[src/rtl/result_drain_ctrl_if.sv]
// Drain-controller bus bundle: start/status, results SRAM read port and host output stream.
// master = drain controller side, slave = environment (SRAM + host sink + sequencer).
interface result_drain_ctrl_if #(
    parameter int unsigned ADDRESSSIZE    = 10,
    parameter int unsigned PARTIAL_SUM_BW = 20,
    parameter int unsigned MATRIX_SIZE    = 8,
    parameter int unsigned OUT_BW         = 32
);
    localparam int unsigned ROW_W = PARTIAL_SUM_BW * MATRIX_SIZE;

    logic                   start;
    logic [ADDRESSSIZE-1:0] base_addr;
    logic [ADDRESSSIZE-1:0] num_rows;
    logic                   busy;
    logic                   done;
    logic                   sram_rd_en;
    logic [ADDRESSSIZE-1:0] sram_addr;
    logic [ROW_W-1:0]       sram_rdata;
    logic                   m_valid;
    logic                   m_ready;
    logic [OUT_BW-1:0]      m_data;
    logic                   m_last;

    modport master (
        input  start, base_addr, num_rows, sram_rdata, m_ready,
        output busy, done, sram_rd_en, sram_addr, m_valid, m_data, m_last
    );

    modport slave (
        output start, base_addr, num_rows, sram_rdata, m_ready,
        input  busy, done, sram_rd_en, sram_addr, m_valid, m_data, m_last
    );
endinterface

[src/rtl/result_drain_ctrl.sv]
// Reads packed result rows from the results SRAM and serialises them lane by lane,
// sign-extended, onto a valid/ready stream. All outputs are registered from the next state.
module result_drain_ctrl #(
    parameter int unsigned ADDRESSSIZE    = 10,
    parameter int unsigned PARTIAL_SUM_BW = 20,
    parameter int unsigned MATRIX_SIZE    = 8,
    parameter int unsigned OUT_BW         = 32
) (
    input  logic                 clk,
    input  logic                 rstn,
    result_drain_ctrl_if.master  bus
);
    localparam int unsigned ROW_W  = PARTIAL_SUM_BW * MATRIX_SIZE;
    localparam int unsigned LANE_W = (MATRIX_SIZE > 1) ? $clog2(MATRIX_SIZE) : 1;
    localparam int unsigned CMP_W  = ADDRESSSIZE + 1;
    localparam logic [LANE_W-1:0] LAST_LANE = LANE_W'(MATRIX_SIZE - 1);

    typedef enum logic [2:0] {IDLE, READ, WAIT, SEND, DONE} state_e;

    state_e                  state_q, state_d;
    logic [ADDRESSSIZE-1:0]  base_q, base_d;
    logic [ADDRESSSIZE-1:0]  num_q, num_d;
    logic [ADDRESSSIZE-1:0]  row_q, row_d;
    logic [LANE_W-1:0]       lane_q, lane_d;
    logic [ROW_W-1:0]        shift_q, shift_d;
    logic                    busy_q, busy_d;
    logic                    done_q, done_d;
    logic                    sram_rd_en_q, sram_rd_en_d;
    logic [ADDRESSSIZE-1:0]  sram_addr_q, sram_addr_d;
    logic                    m_valid_q, m_valid_d;
    logic [OUT_BW-1:0]       m_data_q, m_data_d;
    logic                    m_last_q, m_last_d;
    logic [PARTIAL_SUM_BW-1:0] lane_val;

    always_ff @(posedge clk or negedge rstn) begin
        if (!rstn) begin
            state_q      <= IDLE;
            base_q       <= '0;
            num_q        <= '0;
            row_q        <= '0;
            lane_q       <= '0;
            shift_q      <= '0;
            busy_q       <= 1'b0;
            done_q       <= 1'b0;
            sram_rd_en_q <= 1'b0;
            sram_addr_q  <= '0;
            m_valid_q    <= 1'b0;
            m_data_q     <= '0;
            m_last_q     <= 1'b0;
        end else begin
            state_q      <= state_d;
            base_q       <= base_d;
            num_q        <= num_d;
            row_q        <= row_d;
            lane_q       <= lane_d;
            shift_q      <= shift_d;
            busy_q       <= busy_d;
            done_q       <= done_d;
            sram_rd_en_q <= sram_rd_en_d;
            sram_addr_q  <= sram_addr_d;
            m_valid_q    <= m_valid_d;
            m_data_q     <= m_data_d;
            m_last_q     <= m_last_d;
        end
    end

    // Next state, counters and the row shift register.
    always_comb begin
        state_d = state_q;
        base_d  = base_q;
        num_d   = num_q;
        row_d   = row_q;
        lane_d  = lane_q;
        shift_d = shift_q;
        unique case (state_q)
            IDLE: begin
                if (bus.start) begin
                    base_d  = bus.base_addr;
                    num_d   = bus.num_rows;
                    row_d   = '0;
                    state_d = (bus.num_rows == '0) ? DONE : READ;
                end
            end
            READ: state_d = WAIT;
            WAIT: begin
                shift_d = bus.sram_rdata;
                lane_d  = '0;
                state_d = SEND;
            end
            SEND: begin
                if (bus.m_ready) begin
                    shift_d = shift_q >> PARTIAL_SUM_BW;
                    if (lane_q == LAST_LANE) begin
                        lane_d  = '0;
                        row_d   = row_q + ADDRESSSIZE'(1);
                        state_d = (CMP_W'(row_q) + CMP_W'(1) == CMP_W'(num_q)) ? DONE : READ;
                    end else begin
                        lane_d = lane_q + LANE_W'(1);
                    end
                end
            end
            DONE:    state_d = IDLE;
            default: state_d = IDLE;
        endcase
    end

    // Output values are decoded from the next state so they land in flops.
    always_comb begin
        lane_val     = shift_d[PARTIAL_SUM_BW-1:0];
        busy_d       = (state_d == READ) || (state_d == WAIT) || (state_d == SEND);
        done_d       = (state_d == DONE);
        sram_rd_en_d = (state_d == READ);
        sram_addr_d  = (state_d == READ) ? (base_d + row_d) : sram_addr_q;
        m_valid_d    = (state_d == SEND);
        m_data_d     = (state_d == SEND) ? OUT_BW'($signed(lane_val)) : m_data_q;
        m_last_d     = (state_d == SEND) && (lane_d == LAST_LANE)
                       && (row_d == num_d - ADDRESSSIZE'(1));
    end

    assign bus.busy       = busy_q;
    assign bus.done       = done_q;
    assign bus.sram_rd_en = sram_rd_en_q;
    assign bus.sram_addr  = sram_addr_q;
    assign bus.m_valid    = m_valid_q;
    assign bus.m_data     = m_data_q;
    assign bus.m_last     = m_last_q;
endmodule

[src/flat_wrapper.sv]
// flat-port wrapper written by rule: the top's interface ports become plain ports
module result_drain_ctrl_flat 
#(
    parameter int unsigned ADDRESSSIZE    = 10,
    parameter int unsigned PARTIAL_SUM_BW = 20,
    parameter int unsigned MATRIX_SIZE    = 8,
    parameter int unsigned OUT_BW         = 32
)
  (clk, rstn, bus_start, bus_base_addr, bus_num_rows, bus_sram_rdata, bus_m_ready, bus_busy, bus_done, bus_sram_rd_en, bus_sram_addr, bus_m_valid, bus_m_data, bus_m_last);
  result_drain_ctrl_if #(.ADDRESSSIZE(ADDRESSSIZE), .PARTIAL_SUM_BW(PARTIAL_SUM_BW), .MATRIX_SIZE(MATRIX_SIZE), .OUT_BW(OUT_BW)) bus_i ();
  input  logic clk;
  input  logic rstn;
  input wire logic [$bits(bus_i.start)-1:0] bus_start;
  input wire logic [$bits(bus_i.base_addr)-1:0] bus_base_addr;
  input wire logic [$bits(bus_i.num_rows)-1:0] bus_num_rows;
  input wire logic [$bits(bus_i.sram_rdata)-1:0] bus_sram_rdata;
  input wire logic [$bits(bus_i.m_ready)-1:0] bus_m_ready;
  output wire logic [$bits(bus_i.busy)-1:0] bus_busy;
  output wire logic [$bits(bus_i.done)-1:0] bus_done;
  output wire logic [$bits(bus_i.sram_rd_en)-1:0] bus_sram_rd_en;
  output wire logic [$bits(bus_i.sram_addr)-1:0] bus_sram_addr;
  output wire logic [$bits(bus_i.m_valid)-1:0] bus_m_valid;
  output wire logic [$bits(bus_i.m_data)-1:0] bus_m_data;
  output wire logic [$bits(bus_i.m_last)-1:0] bus_m_last;
  assign bus_i.start = bus_start;
  assign bus_i.base_addr = bus_base_addr;
  assign bus_i.num_rows = bus_num_rows;
  assign bus_i.sram_rdata = bus_sram_rdata;
  assign bus_i.m_ready = bus_m_ready;
  assign bus_busy = bus_i.busy;
  assign bus_done = bus_i.done;
  assign bus_sram_rd_en = bus_i.sram_rd_en;
  assign bus_sram_addr = bus_i.sram_addr;
  assign bus_m_valid = bus_i.m_valid;
  assign bus_m_data = bus_i.m_data;
  assign bus_m_last = bus_i.m_last;
  result_drain_ctrl #(.ADDRESSSIZE(ADDRESSSIZE), .PARTIAL_SUM_BW(PARTIAL_SUM_BW), .MATRIX_SIZE(MATRIX_SIZE), .OUT_BW(OUT_BW)) u_core (.clk(clk), .rstn(rstn), .bus(bus_i));
endmodule
[config.mk]
export PLATFORM = sky130hd
export DESIGN_NAME = result_drain_ctrl_flat
export DESIGN_NICKNAME = d
export VERILOG_FILES = /design/src/rtl/result_drain_ctrl_if.sv /design/src/rtl/result_drain_ctrl.sv /design/src/flat_wrapper.sv
export SDC_FILE = /design/constraint.sdc
export NUM_CORES = 1
export LEC_CHECK = 0
export CORE_MARGIN = 2
export CORE_UTILIZATION = 53
export DETAILED_ROUTE_END_ITERATION = 16
export PLACE_DENSITY = 0.87
export SYNTH_ARGS = -nofsm -noshare
export SYNTH_HDL_FRONTEND = slang
export SYNTH_SLANG_ARGS = --single-unit
[constraint.sdc]
create_clock -name clk -period 4.7 [get_ports clk]
set_input_delay 0.94 -clock clk [delete_from_list [all_inputs] [get_ports clk]]
set_output_delay 0.94 -clock clk [all_outputs]
set_load 0.02 [all_outputs]
==> results.py <==
metrics = {
    "run_status": {
        "status": "completed",
    },
    "final_layout": {
        "regArea_um2": 5780,
        "layout-drive-gt1-share_pct": 7.42,
        "nets": 1754,
        "area_growth_syn_to_layout_pct": 25.7,
        "nFillCells": 1762,
        "multi_input_area_um2": 5800,
        "finalNonFillerCells": 1868,
    },
    "clocking": {
        "tritoncts": "built",
        "cts_resized": 0,
        "insertion_delay_ns": 0.53,
        "clk_path_buf_depth": 3,
        "postCtsSetupRepairBufs": 0,
        "htreeDepth": 1,
        "postCtsHoldBufs": 0,
        "cts_sinks": 231,
        "cts_root_buffer": "clkbuf_16",
        "cts_buffers": 26,
        "clk_pin_slew_ns": 0.06,
    },
    "route": {
        "wl_mm": 36.2,
        "drt-met1-wl_mm": 15.3,
        "wl_per_cell_um": 19.4,
        "drt_iter0_drc": 1321,
        "wl_met2_mm": 16.6,
        "drt_first_pass_iters": 9,
        "num_vias": 11400,
        "topRoutingLayerUsed": "met5",
        "route.met3.wl_mm": 3.08,
        "vias_per_cell": 6.12,
        "ant_nets": 0,
        "post-route-drc-count": 0,
    },
    "floorplan": {
        "core_area_um2": 22600,
        "die_h_um": 156,
        "dieArea_um2": 24200,
        "initial_utilization_pct": 53.9,
        "rows": 55,
        "die_w_um": 156,
        "num_io_pins": 231,
    },
    "grt": {
        "track_usage_pct": 28.8,
        "grt_pass1_wl_mm": 56.5,
        "grt_max_degree": 281,
        "antenna_found_initial": 9,
        "grt_overflow": 0,
        "grt_pass1_vias": 11000,
    },
    "critical_path": {
        "worstPathBufferInverterCount": 3,
        "crit_start": "bus_start",
        "timing.rr.start": "u_core.lane_q[0]",
        "cpPeakStageDelay_ns": 0.57,
        "critPathCapture": "u_core.bus.sram_addr[9]",
        "crit_slowest_cell": "or4b_1",
        "critPathTopFamily": "simple AND/OR/NAND/NOR gates",
        "crit_required_ns": 5.12,
        "crit_cells": 13,
        "path_cells": "clkdlybuf4s50_1 > or4b_1 > buf_4 > nand2_1 > nand2_1 > ha_1 > inv_1 > o211ai_1 > a2111oi_0 > or3b_2 > o21ai_0 > xor3_1 > mux2_4",
        "r2r_slack_ns": 0.79,
        "reg2regPathDepth": 14,
        "crit_path_end_kind": "flip-flop",
        "r2r_end": "u_core.bus.sram_addr[9]",
        "crit_type": "primary input to flip-flop",
        "start_kind": "primary input",
        "crit_top_cell": "nand2_1",
        "arrival_ns": 4.41,
        "cp_max_fo": 8,
    },
    "timing": {
        "final_hold_viol_count": 0,
        "fmax_mhz": 250,
        "worst_pin_slew_ns": 1.19,
        "timing.final.crit_period_ns": 4.00,
        "slew_headroom_pct": 20.9,
        "tns_ns": 0,
        "rsz0062_at_grt": "no",
        "skew_ns": 0.0145,
        "final_max_slew_viol_count": 0,
        "setup-violations-final": 0,
        "period_share_pct": 85.1,
    },
    "place": {
        "gp_congestion": 0.880,
        "dp.cells": 1813,
        "port-buffer-count": 230,
        "dp_hpwl_mm": 23.7,
    },
    "power_and_ir_drop": {
        "power_density_nw_per_um2": 505,
        "p_leak_nw": 6.23,
        "ir_drop_mv": 0.347,
        "p_total_w": 0.00775,
    },
    "synthesis": {
        "postSynthAreaPerCell_um2": 8.65,
        "synthCells": 1409,
        "yosys_warnings": 0,
        "synth_ff_type": "dfrtp_1",
        "ys_seq_area_share_pct": 47.4,
        "synth_nets": 1607,
        "netlist_area_um2": 12200,
        "ys_ff_latch": 231,
        "synth_edf_count": 0,
        "synth_cell_types": 68,
        "ys_async_sr_fraction_pct": 100,
    },
    "job": {
        "maxCapViolCount": 0,
    },
    "min_path": {
        "hp-start": "u_core.base_q[7]",
        "hold_path.class": "flip-flop to flip-flop",
    },
}
==> cells in the mapped netlist, types with 3 or more instances <==
cell      number  area [µm²]
xnor2_1       34         298
mux2_4         8         120
mux2_2        21         236
a21oi_1      152         761
nor2_1       157         589
o21a_1         3        22.5
nor4_1         3        18.8
o22ai_1      141         882
nor3b_1        3        22.5
buf_1         10        37.5
nand2b_1       4        25.0
xor2_1         7        61.3
ha_1          13         163
a22o_1        21         184
clkbuf_1      89         334
nand4_1        5        31.3
and3_1         7        43.8
inv_1         17        63.8
o211ai_1       4        30.0
nand2_1      210         788
nor2b_1        3        18.8
a31oi_1        3        18.8
nand3_1        5        25.0
o21ai_0      161         806
buf_2         12        60.1
buf_4         17         128
o31ai_1        6        45.0
nor3_1         7        35.0
and2_1         5        31.3
dfrtp_1      231        5780
==> worst min path at each step <==
stage	end	depth (start not counted)
6_report	u_core.base_q[7]	2
5_1_grt	u_core.base_q[7]	2
4_1_cts	u_core.base_q[7]	2
3_5_place_dp	u_core.base_q[7]	2
3_3_place_gp	u_core.base_q[0]	2
2_1_floorplan	u_core.base_q[9]	2
==> worst register-to-register path, cell delays in order (launching register included) <==
cell       delay, ns
dfrtp_1         0.40
ha_1            0.21
ha_1            0.21
and3_1          0.24
a21oi_1         0.49
o21bai_1        0.19
a21o_1          0.20
ha_1            0.20
inv_1           0.07
o211ai_1        0.24
a2111oi_0       0.14
or3b_2          0.51
o21ai_0         0.21
xor3_1          0.24
mux2_4          0.27
==> registers in the layout, indices dropped and copies added, names as in the netlist, 3 cells and up <==
signal,cells
u_core.bus.m_data,20
u_core.shift_q,160
u_core.state_q,3
u_core.base_q,10
u_core.row_q,10
u_core.bus.sram_addr,10
u_core.num_q,10
u_core.lane_q,3
==> through the flow <==
| step | util [%] | hold slack (ns) | area, µm² | setup WS (ns) |
|---|---|---|---|---|
| CTS | 67.6 | 0.485 | 15300 | 0.759 |
| finish | 67.7 | 0.479 | 15300 | 0.703 |
| floorplan | - | 0.442 | 12200 | 0.690 |
| global placement | 63.9 | 0.460 | 14500 | 0.288 |
| global route | 67.7 | 0.509 | 15300 | 0.508 |
| detailed placement | 63.9 | 0.471 | 14500 | 0.273 |
==> kinds of logic (layout without fill, tap and decap cells) <==
| family | count (synthesis) | count (layout) | share of synthesized area [%] |
|---|---|---|---|
| simple gates | 436 | 436 | 15.6 |
| other cells | 0 | 7 | 0 |
| compound gates | 509 | 509 | 24.0 |
| flops | 231 | 231 | 47.4 |
| buf+inv | 146 | 313 | 5.27 |
| mux | 31 | 31 | 3.09 |
| fa+ha+maj | 14 | 14 | 1.50 |
| xor+xnor | 42 | 42 | 3.14 |
==> report_power, final <==
part | switching (W) | internal [W]
clock network | 0.000820 | 0.00116
registers | 0.000549 | 0.00269
logic | 0.00134 | 0.00118
total | 0.00271 | 0.00504
==> layer usage <==
layer  track usage (%)  up-vias
li1                  -     5280
met1              39.9     5494
met2              44.8      561
met3              6.11       93
met4              11.0        4
met5                 0        -
==> layout by cell type, fill, tap and decap left out, drive strengths merged, types with 7 or more instances in the layout <==
cell and instances:
nor3 8, and3 7, diode 7, nand3 7, clkbuf 39, clkinv 7
nor2 159, inv 17, o22ai 141, ha 13, a22o 21, dfrtp 231
buf 20, nor4 7, mux2 29, nand2 211, a21oi 153, xnor2 34
clkdlybuf4s50 228, xor2 7, o21ai 162
==> area by class of cell <==
type / instances / area share, %
multi-input combinational: 1032 / 37.9
sequential: 231 / 37.7
timing repair buffer: 248 / 16.1
clock buffer: 39 / 4.89
tap: 285 / 2.33
clock inverter: 9 / 0.547
inverter: 17 / 0.416
antenna: 7 / 0.114
Power figures use the tool's default switching activity.
